$ cat config.mk
export PLATFORM = sky130hd
export DESIGN_NAME = tx_ep_arb
export DESIGN_NICKNAME = d
export VERILOG_FILES = /design/src/rtl/tx_ep_arb.sv
export SDC_FILE = /design/constraint.sdc
export NUM_CORES = 1
export LEC_CHECK = 0
export BUFFER_PORTS_ARGS = -buffer_cell sky130_fd_sc_hd__buf_2
export CAP_MARGIN = 10
export CORE_AREA = 2 2 95 97
export CTS_CLUSTER_SIZE = 28
export DETAILED_ROUTE_END_ITERATION = 12
export DIE_AREA = 0 0 97 99
export HOLD_SLACK_MARGIN = 0.12
export PLACE_DENSITY = 0.7
export SYNTH_ARGS = -nofsm -noshare
export SYNTH_HDL_FRONTEND = slang
export SYNTH_SLANG_ARGS = --single-unit
$ cat constraint.sdc
create_clock -name clk -period 1.8 [get_ports clk]
set_clock_uncertainty 0.1 [all_clocks]
set_input_delay 0.09 -clock clk [delete_from_list [all_inputs] [get_ports clk]]
set_output_delay 0.09 -clock clk [all_outputs]
set_load 0.05 [all_outputs]
$ cat src/rtl/tx_ep_arb.sv
// Round-robin owner of the shared TRN tx endpoint; muxes the owner's tx bus and owns the tag counter.
// Latency: grant one cycle after IDLE sees req; TRN mux is combinational with no added latency.
// Backpressure: a grant is held until drv_ep or GRANT_TO. With TX_TAG_LIMIT_EN, req_0 is masked at 32 outstanding tags.
module tx_ep_arb #(
    parameter int unsigned GAP_CYCLES = 1,
    parameter int unsigned GRANT_TO   = 16
) (
    input  logic        clk,
    input  logic        rst,
    input  logic        req_0,
    input  logic        req_1,
    output logic        my_trn_0,
    output logic        my_trn_1,
    input  logic        drv_ep_0,
    input  logic        drv_ep_1,
    input  logic        tag_inc_0,
    input  logic        tag_inc_1,
    output logic [4:0]  tag_trn,
    input  logic [63:0] trn_td_0,
    input  logic [63:0] trn_td_1,
    input  logic [7:0]  trn_trem_n_0,
    input  logic [7:0]  trn_trem_n_1,
    input  logic        trn_tsof_n_0,
    input  logic        trn_tsof_n_1,
    input  logic        trn_teof_n_0,
    input  logic        trn_teof_n_1,
    input  logic        trn_tsrc_rdy_n_0,
    input  logic        trn_tsrc_rdy_n_1,
    output logic [63:0] trn_td,
    output logic [7:0]  trn_trem_n,
    output logic        trn_tsof_n,
    output logic        trn_teof_n,
    output logic        trn_tsrc_rdy_n,
`ifdef TX_TAG_LIMIT_EN
    input  logic        tag_rls,
`endif
    output logic        arb_err
);

    typedef enum logic [1:0] {IDLE, GRANT, BUSY, GAP} state_t;

    state_t     state, state_nxt, rel_state;
    logic       owner, owner_nxt;
    logic       last, last_nxt;
    logic [7:0] to_cnt;
    logic [3:0] gap_cnt;
    logic       granted, owner_drv, both_drv, mux_en, inc_ok, err;
    logic       req0_eff;

`ifdef TX_TAG_LIMIT_EN
    logic [5:0] outstanding;
    logic       rls_ok;
    assign req0_eff = req_0 && (outstanding < 6'd32);
    assign rls_ok   = tag_rls && (outstanding != 6'd0);
`else
    assign req0_eff = req_0;
`endif

    assign granted   = (state == GRANT) || (state == BUSY);
    assign my_trn_0  = granted && !owner;
    assign my_trn_1  = granted && owner;
    assign owner_drv = owner ? drv_ep_1 : drv_ep_0;
    assign both_drv  = drv_ep_0 && drv_ep_1;
    assign mux_en    = granted && owner_drv && !both_drv;
    assign inc_ok    = granted && (owner ? tag_inc_1 : tag_inc_0);
    assign rel_state = (GAP_CYCLES == 0) ? IDLE : GAP;

    always_comb begin
        err = (tag_inc_0 && !my_trn_0) || (tag_inc_1 && !my_trn_1) ||
              (drv_ep_0 && !my_trn_0) || (drv_ep_1 && !my_trn_1) || both_drv;
`ifdef TX_TAG_LIMIT_EN
        // A release that cancels a same-cycle increment is not an underflow.
        if (tag_rls && (outstanding == 6'd0) && !inc_ok)
            err = 1'b1;
`endif
    end

    always_comb begin
        state_nxt = state;
        owner_nxt = owner;
        last_nxt  = last;
        case (state)
            IDLE: begin
                if (req0_eff && req_1) begin
                    owner_nxt = ~last;
                    state_nxt = GRANT;
                end else if (req0_eff) begin
                    owner_nxt = 1'b0;
                    state_nxt = GRANT;
                end else if (req_1) begin
                    owner_nxt = 1'b1;
                    state_nxt = GRANT;
                end
            end
            GRANT: begin
                if (owner_drv) begin
                    state_nxt = BUSY;
                end else if ((GRANT_TO != 0) && (to_cnt == 8'(GRANT_TO - 1))) begin
                    last_nxt  = owner;
                    state_nxt = rel_state;
                end
            end
            BUSY: begin
                if (!owner_drv) begin
                    last_nxt  = owner;
                    state_nxt = rel_state;
                end
            end
            GAP: begin
                if (gap_cnt == 4'(GAP_CYCLES - 1))
                    state_nxt = IDLE;
            end
            default: state_nxt = IDLE;
        endcase
    end

    always_ff @(posedge clk) begin
        if (rst) begin
            state   <= IDLE;
            owner   <= 1'b0;
            last    <= 1'b1;
            to_cnt  <= 8'd0;
            gap_cnt <= 4'd0;
            tag_trn <= 5'd0;
            arb_err <= 1'b0;
        end else begin
            state   <= state_nxt;
            owner   <= owner_nxt;
            last    <= last_nxt;
            to_cnt  <= (state == GRANT) ? to_cnt + 8'd1 : 8'd0;
            gap_cnt <= (state == GAP) ? gap_cnt + 4'd1 : 4'd0;
            if (inc_ok)
                tag_trn <= tag_trn + 5'd1;
            arb_err <= err;
        end
    end

`ifdef TX_TAG_LIMIT_EN
    always_ff @(posedge clk) begin
        if (rst)
            outstanding <= 6'd0;
        else if (inc_ok && !tag_rls && (outstanding != 6'd63))
            outstanding <= outstanding + 6'd1;
        else if (rls_ok && !inc_ok)
            outstanding <= outstanding - 6'd1;
    end
`endif

    always_comb begin
        trn_td         = 64'd0;
        trn_trem_n     = 8'hFF;
        trn_tsof_n     = 1'b1;
        trn_teof_n     = 1'b1;
        trn_tsrc_rdy_n = 1'b1;
        if (mux_en) begin
            trn_td         = owner ? trn_td_1 : trn_td_0;
            trn_trem_n     = owner ? trn_trem_n_1 : trn_trem_n_0;
            trn_tsof_n     = owner ? trn_tsof_n_1 : trn_tsof_n_0;
            trn_teof_n     = owner ? trn_teof_n_1 : trn_teof_n_0;
            trn_tsrc_rdy_n = owner ? trn_tsrc_rdy_n_1 : trn_tsrc_rdy_n_0;
        end
    end

endmodule
==> summary.md, run 1 <==
| Metric | Value |
|---|---|
| Status | `complete, but fails checks` |
| Failing checks | `setup timing` |
| Share of cells above drive strength 1 | `67.0%` |
| Critical path arrival | `1.64 ns` |
| Main synth FF type | `dfxtp_1` |
| Synth area leader | `mux2i_1` |
| Number of H-tree levels | `1` |
| Via count | `3144` |
| CP Class | `flop to output port` |
| Leak pwr | `2.19 nW` |
| Hold depth | `3` |
| EDFF count, synth | `0` |
| Critical path capture point type | `output port` |
| Worst-margin pin slew | `0.337 ns` |
| Yosys top cell area share | `34.6%` |
| CTS tree | `yes` |
| Initial antenna violation count | `2` |
| Core ar. | `8550 um^2` |
| Period minus WS final | `1.83 ns` |
| Synth Register Bits | `22` |
| RSZ-0062 raised after global routing | `true` |
| I/O pins | `241` |
| Final setup viols | `29` |
| Sequential cell area fraction in the yosys report | `19.8%` |
| Synth Warn # | `0` |
| Site row count | `34` |
| Remaining DRCs | `0` |
| FF-to-FF path depth | `5` |
| Slew Viols, Final | `0` |
| Worst-path clk slew | `0.08 ns` |
| Asr flop ratio synth | `0%` |
| Initial core utilization | `26.1%` |
| RR Endpoint | `state[0]` |
| DR WL/cell | `18.7 um` |
| Top post-synthesis cells by area | `mux2i_1 35%, dfxtp_1 20%, nor2_1 14%, ha_1 5.1%, xor2_1 3.1%` |
| Worst skew pair latency | `0.26 ns` |
| Startpoint types | `flop` |
| Largest net degree at the start of global routing | `33` |
| Clock sinks | `22` |
| Final core utilization | `59.7%` |
| Die width | `97 um` |
| First-pass GRT wire length | `16.0 mm` |
| Worst hold path class | `input pin to flop` |
| Top post-synthesis cells by count | `83 x nor2_1, 77 x mux2i_1, 22 x dfxtp_1, 18 x nand2_1, 10 x inv_1` |
| Hold Path Sink | `last` |
| Post-DP HPWL | `8.07 mm` |
| Unique masters post-synth | `33` |
| Most frequent cell after synthesis | `nor2_1` |
| Die area | `9600 um^2` |
| Die height | `99 um` |
| CTS max path bufs | `2` |
| Detailed-router iteration count before antenna repair | `4` |
| Max Fclk | `0.546 GHz` |
| Setup WS pre-CTS | `0.0144 ns` |
| Rel. slew slack | `76.9%` |
| CP Max Fanout | `8` |
| Via density | `4.76` |
| Synth-to-Final Area Change | `129%` |
| Hold Fails Final Rpt | `0` |
| Mean area per synthesized cell | `7.61 um^2` |
| Nets | `716` |
| Final WS setup | `-0.0311 ns` |
| Number of DRC markers in iteration 0 | `116` |
| GP Congestion | `0.815` |
| Syn Nets | `460` |
| Gr usage total | `20.7%` |
| Max Cap Violations | `0` |
| Period utilisation layout | `102%` |
| Clock Tree Root | `clkbuf_8` |
| Inserted Clock Buffers | `3` |
| Cell Area, Synth | `2230 um^2` |
| GR Overflow Total | `0` |
| HP Start | `drv_ep_0` |
| Layout filler cell count | `712` |
| Mapped Cells | `293` |
| Final ANT Viol Nets | `0` |
| Crit path launch | `owner` |
| Final WL | `12.4 mm` |
| Req. time, crit path | `1.61 ns` |
| Peak supply drop | `0.619 mV` |
| IO buf count | `240` |
| Pwr per Cell Area | `1020 nW/um^2` |
| R2R Setup Slk | `0.01 ns` |
| Vias in the first global route | `3062` |
| Worst r2r src | `owner` |
[worst max path at each step]
stage                          endpoint  slack (ns)  cells past startpoint
after detailed placement  trn_trem_n[7]        0.01                      5
after global routing          trn_td[0]       -0.08                      6
final                         trn_td[0]       -0.03                      6
after global placement    trn_trem_n[7]        0.04                      5
after CTS                    trn_td[17]      -0.006                      6
after floorplan              trn_td[10]       -0.19                      5
[placed cells by master (no fill, tap or decap), types with 7 or more instances in the layout]
master   synthesis  routed
buf_2            9     173
buf_4            1      13
buf_6            0      27
buf_8            0      33
dfxtp_1         22      19
ha_1             9       8
inv_1           10       8
mux2i_1         77      68
mux2i_2          0       9
nand2_2          0      10
nand3_1          7       7
nor2_1          83      21
nor2_4           0      56
xor2_1           8       8
[stage by stage]
stage                     hold slack, ns  instance area, um^2  power (W)  cells  setup TNS (ns)
after floorplan                    0.122                 2260    0.00262    293          -11.79
after global placement             0.285                 3680    0.00341    633               0
after detailed placement           0.300                 3680    0.00345    633               0
after CTS                          0.138                 4270    0.00439    649         -0.0605
after global routing               0.185                 5100    0.00541    657           -3.22
final                              0.155                 5100    0.00520    660          -0.317
[what timing repair did]
item                                    CTS  global route
gates cloned                              5             4
hold endpoints to repair                  8             0
resized for setup                       106           196
endpoints found under the setup margin   75            74
setup buffers                             1             3
hold buffers                              6             0
pin swaps                                 0            45
[sequential cells by signal, summed over array words and instances, names as in the netlist]
| signal | cells |
|---|---|
| to_cnt | 8 |
| gap_cnt | 4 |
| owner | 1 |
| state | 2 |
| last | 1 |
| tag_trn | 5 |
| arb_err | 1 |
[critical path, cell delays in order, from the launching register on]
cell and delay [ns]:
dfxtp_4 0.37, nand2b_4 0.15, o22ai_4 0.17, nand2_8 0.17, buf_16 0.20, nor2_2 0.15
buf_6 0.18
[where the power goes]
group / internal [W] / switching [W] / leakage (nW) / total, W
Sequential: 0.000551 / 0.0000454 / 0.180 / 0.000596
Clock: 0.000195 / 0.000159 / 0.0288 / 0.000354
Combinational: 0.00172 / 0.00253 / 1.98 / 0.00425
[final cells by class]
type,instances,area (um^2),area share [%]
multi-input cells,243,2230,43.7
diodes,4,10.0,0.196
clock buffers,4,55.1,1.08
flip-flops and latches,22,447,8.75
well taps,108,135,2.65
inverters,10,37.5,0.735
repair buffers,269,2190,42.9
[cells by family (layout without fill, tap and decap cells)]
group | count (synthesis) | in the layout | synth area share (%)
xor+xnor | 12 | 12 | 4.72
other cells | 0 | 4 | 0
simple gates | 129 | 130 | 25.1
flops | 22 | 22 | 19.8
compound gates | 13 | 13 | 4.21
fa+ha+maj | 9 | 9 | 5.05
mux | 79 | 79 | 35.6
buf+inv | 29 | 283 | 5.56
[metal layers]
metal | wire, um | vias up | share of wire, % | track usage [%]
met5 | 0 | - | 0 | 0
met2 | 6440 | 129 | 52 | 37.7
met1 | 4860 | 1488 | 39 | 25.6
met3 | 765 | 22 | 6.2 | 4.54
met4 | 298 | 0 | 2.4 | 3.14
li1 | - | 1505 | - | -
(Power assumes the default switching activity.)
==> run 2: changes to the inputs <==
- CORE_AREA: 2 2 95 97 -> 2 2 93 95
- DIE_AREA: 0 0 97 99 -> 0 0 95 97
- clock period: 1.8 -> 1.9 ns (I/O delays scaled with it)
==> summary.md, run 2 (synthesis results as in run 1) <==
| Metric | Value |
|---|---|
| Status | `complete, no violations (was complete, but fails checks)` |
| Number of H-tree levels | `1 (unchanged)` |
| Site row count | `33 (was 34)` |
| Initial antenna violation count | `1 (was 2)` |
| Remaining DRCs | `0 (unchanged)` |
| Clk pwr share | `9.1% (was 6.8%)` |
| Largest net degree at the start of global routing | `43 (was 33)` |
| Leak pwr | `1.99 nW (was 2.19 nW)` |
| RR Endpoint | `state[1] (was state[0])` |
| GR Overflow Total | `0 (unchanged)` |
| Post-DP HPWL | `7.51 mm (was 8.07 mm)` |
| Period minus WS final | `1.88 ns` |
| Gr usage total | `20.4% (was 20.7%)` |
| Pwr per Cell Area | `974 nW/um^2 (was 1020 nW/um^2)` |
| CP Max Fanout | `16 (was 8)` |
| I/O pins | `241 (unchanged)` |
| Biggest regs | `to_cnt: 8 flops, tag_trn: 5 flops, gap_cnt: 4 flops (unchanged)` |
| Nets | `704 (was 716)` |
| CTS max path bufs | `2 (unchanged)` |
| Metal1 wirelength | `4.21 mm (was 4.86 mm)` |
| Period utilisation layout | `99.1%` |
| Max Cap Violations | `0 (unchanged)` |
| DR WL met2 | `5.32 mm (was 6.44 mm)` |
| Worst hold path class | `input pin to flop (unchanged)` |
| DR WL/cell | `16.7 um (was 18.7 um)` |
| CTS tree | `yes (unchanged)` |
| Uppermost routed layer | `met4 (unchanged)` |
| Sequential power share | `13.5% (was 11.5%)` |
| Setup WS pre-CTS | `0.108 ns (was 0.0144 ns)` |
| Logic pwr share | `77.4% (was 81.7%)` |
| Number of DRC markers in iteration 0 | `95 (was 116)` |
| Worst-margin pin slew | `0.448 ns (was 0.337 ns)` |
| Slew Viols, Final | `0 (unchanged)` |
| Inserted Clock Buffers | `3 (unchanged)` |
| Via count | `3087 (was 3144)` |
| Synth-to-Final Area Change | `95.9% (was 129%)` |
| Commonest non-fill, non-tap cell in the layout | `buf_2 (unchanged)` |
| Worst skew pair latency | `0.26 ns (about the same)` |
| Clock sinks | `22 (unchanged)` |
| Int Pwr | `0.00200 W (was 0.00247 W)` |
| RSZ-0062 raised after global routing | `true (unchanged)` |
| Req. time, crit path | `1.70 ns (was 1.61 ns)` |
| Largest reg by FF count | `to_cnt (unchanged)` |
| Largest register FFs | `8 (unchanged)` |
| First-pass GRT wire length | `14.9 mm (was 16.0 mm)` |
| Via density | `4.81 (was 4.76)` |
| Hold depth | `3 (unchanged)` |
| Layout filler cell count | `736 (was 712)` |
| Critical path arrival | `1.69 ns (was 1.64 ns)` |
| IO buf count | `240 (unchanged)` |
| Final instance area | `4370 um^2 (was 5100 um^2)` |
| Startpoint types | `flop (unchanged)` |
| Most frequent cells in the layout | `176 x buf_2, 77 x mux2i_1, 53 x buf_6, 52 x nor2_1, 26 x nor2_2 (was 173 x buf_2, 68 x mux2i_1, 56 x nor2_4, 33 x buf_8, 27 x buf_6)` |
| Peak supply drop | `0.485 mV (was 0.619 mV)` |
| CP Class | `flop to output port (unchanged)` |
| Max Fclk | `0.531 GHz` |
| Detailed-router iteration count before antenna repair | `4 (unchanged)` |
| Final setup viols | `0 (was 29)` |
| Final ANT Viol Nets | `0 (unchanged)` |
| Initial core utilization | `27.4% (was 26.1%)` |
| Worst-path clk slew | `0.08 ns (about the same)` |
| Vias in the first global route | `3042 (was 3062)` |
| Final WL | `10.7 mm (was 12.4 mm)` |
| GP Congestion | `0.927 (was 0.815)` |
| Core ar. | `8130 um^2 (was 8550 um^2)` |
| Hold Path Sink | `arb_err (was last)` |
| Met3 routed WL | `902 um (was 765 um)` |
| Clock Tree Root | `clkbuf_8 (unchanged)` |
| Setup TNS | `0 ns (was -0.317 ns)` |
| Switching Fraction | `53.0% (was 52.5%)` |
| Rel. slew slack | `69.3% (was 76.9%)` |
| Placed inst area | `3590 um^2 (was 3680 um^2)` |
| Share of cells above drive strength 1 | `56.7% (was 67.0%)` |
| P_sw | `0.00225 W (was 0.00273 W)` |
| Die width | `95 um (was 97 um)` |
| Worst r2r src | `state[0] (was owner)` |
| FF-to-FF path depth | `6 (was 5)` |
| HP Start | `drv_ep_1 (was drv_ep_0)` |
| Die area | `9220 um^2 (was 9600 um^2)` |
| Final WS setup | `0.0168 ns (was -0.0311 ns)` |
| Critical path capture point type | `output port (unchanged)` |
| Die height | `97 um (was 99 um)` |
| Hold Fails Final Rpt | `0 (unchanged)` |
| R2R Setup Slk | `0.19 ns (was 0.01 ns)` |
run 2: changes by cell type in the layout (fill, tap and decap cells not counted), sizes merged:
cell,change
buf,-7
clkbuf,-4
diode,-3
and2,-1
bufbuf,-1
dlygate4sd3,+1
run 2: power by group through the flow:
stage                     Sequential (W)  Combinational, W  Clock (W)
after global placement          0.000574           0.00254          0
after CTS                       0.000570           0.00297   0.000398
final                           0.000575           0.00329   0.000386
after detailed placement        0.000582           0.00258          0
after global routing            0.000580           0.00345   0.000418
after floorplan                 0.000631           0.00183          0
run 2: worst max path at each step:
stage          slack [ns]     start    endpoint  cells after the start
2_1_floorplan        -0.1  state[0]  trn_td[10]                      5
3_3_place_gp         0.12  state[1]  trn_td[60]                      6
3_5_place_dp         0.11  state[1]  trn_td[60]                      6
4_1_cts              0.04     owner  trn_td[46]                      6
5_1_grt             -0.06     owner  trn_td[42]                      6
6_report             0.02     owner  trn_td[42]                      6
run 2: area by class of cell:
type,count,area (um^2),area share (%)
timing repair buffer,258,1860,42.6
multi-input combinational,242,1820,41.8
sequential,22,447,10.2
tap,105,131,3.01
clock buffer,4,66.3,1.52
inverter,10,37.5,0.860
antenna,1,2.50,0.0573
run 2: per-layer routing:
metal	vias up	track usage, %
li1	1474	-
met1	1433	25.4
met2	158	34.9
met3	22	3.89
met4	0	6.47
met5	-	0
run 2: per-stage QoR:
step           hold WS (ns)  cells  utilization (%)  total power (W)
2_1_floorplan         0.127    293                -          0.00246
3_3_place_gp          0.280    624             44.1          0.00312
3_5_place_dp          0.282    624             44.1          0.00316
4_1_cts               0.140    638             49.8          0.00394
5_1_grt               0.218    642             53.7          0.00445
6_report              0.178    642             53.7          0.00425
run 2: timing repair:
item | CTS | global route
hold buffers | 7 | 0
pin swaps | 2 | 1
endpoints found under the hold margin | 9 | 0
gates cloned | 2 | 3
gates resized for setup | 95 | 71
setup buffers | 1 | 0
endpoints found under the setup margin | 76 | 59
run 2: worst max-delay path: stages, from the launching register on:
cell and delay [ns]:
dfxtp_4 0.38, nand2b_4 0.16, o22ai_4 0.19, nand2_8 0.13, buf_12 0.18, nor2_1 0.18, buf_6 0.19
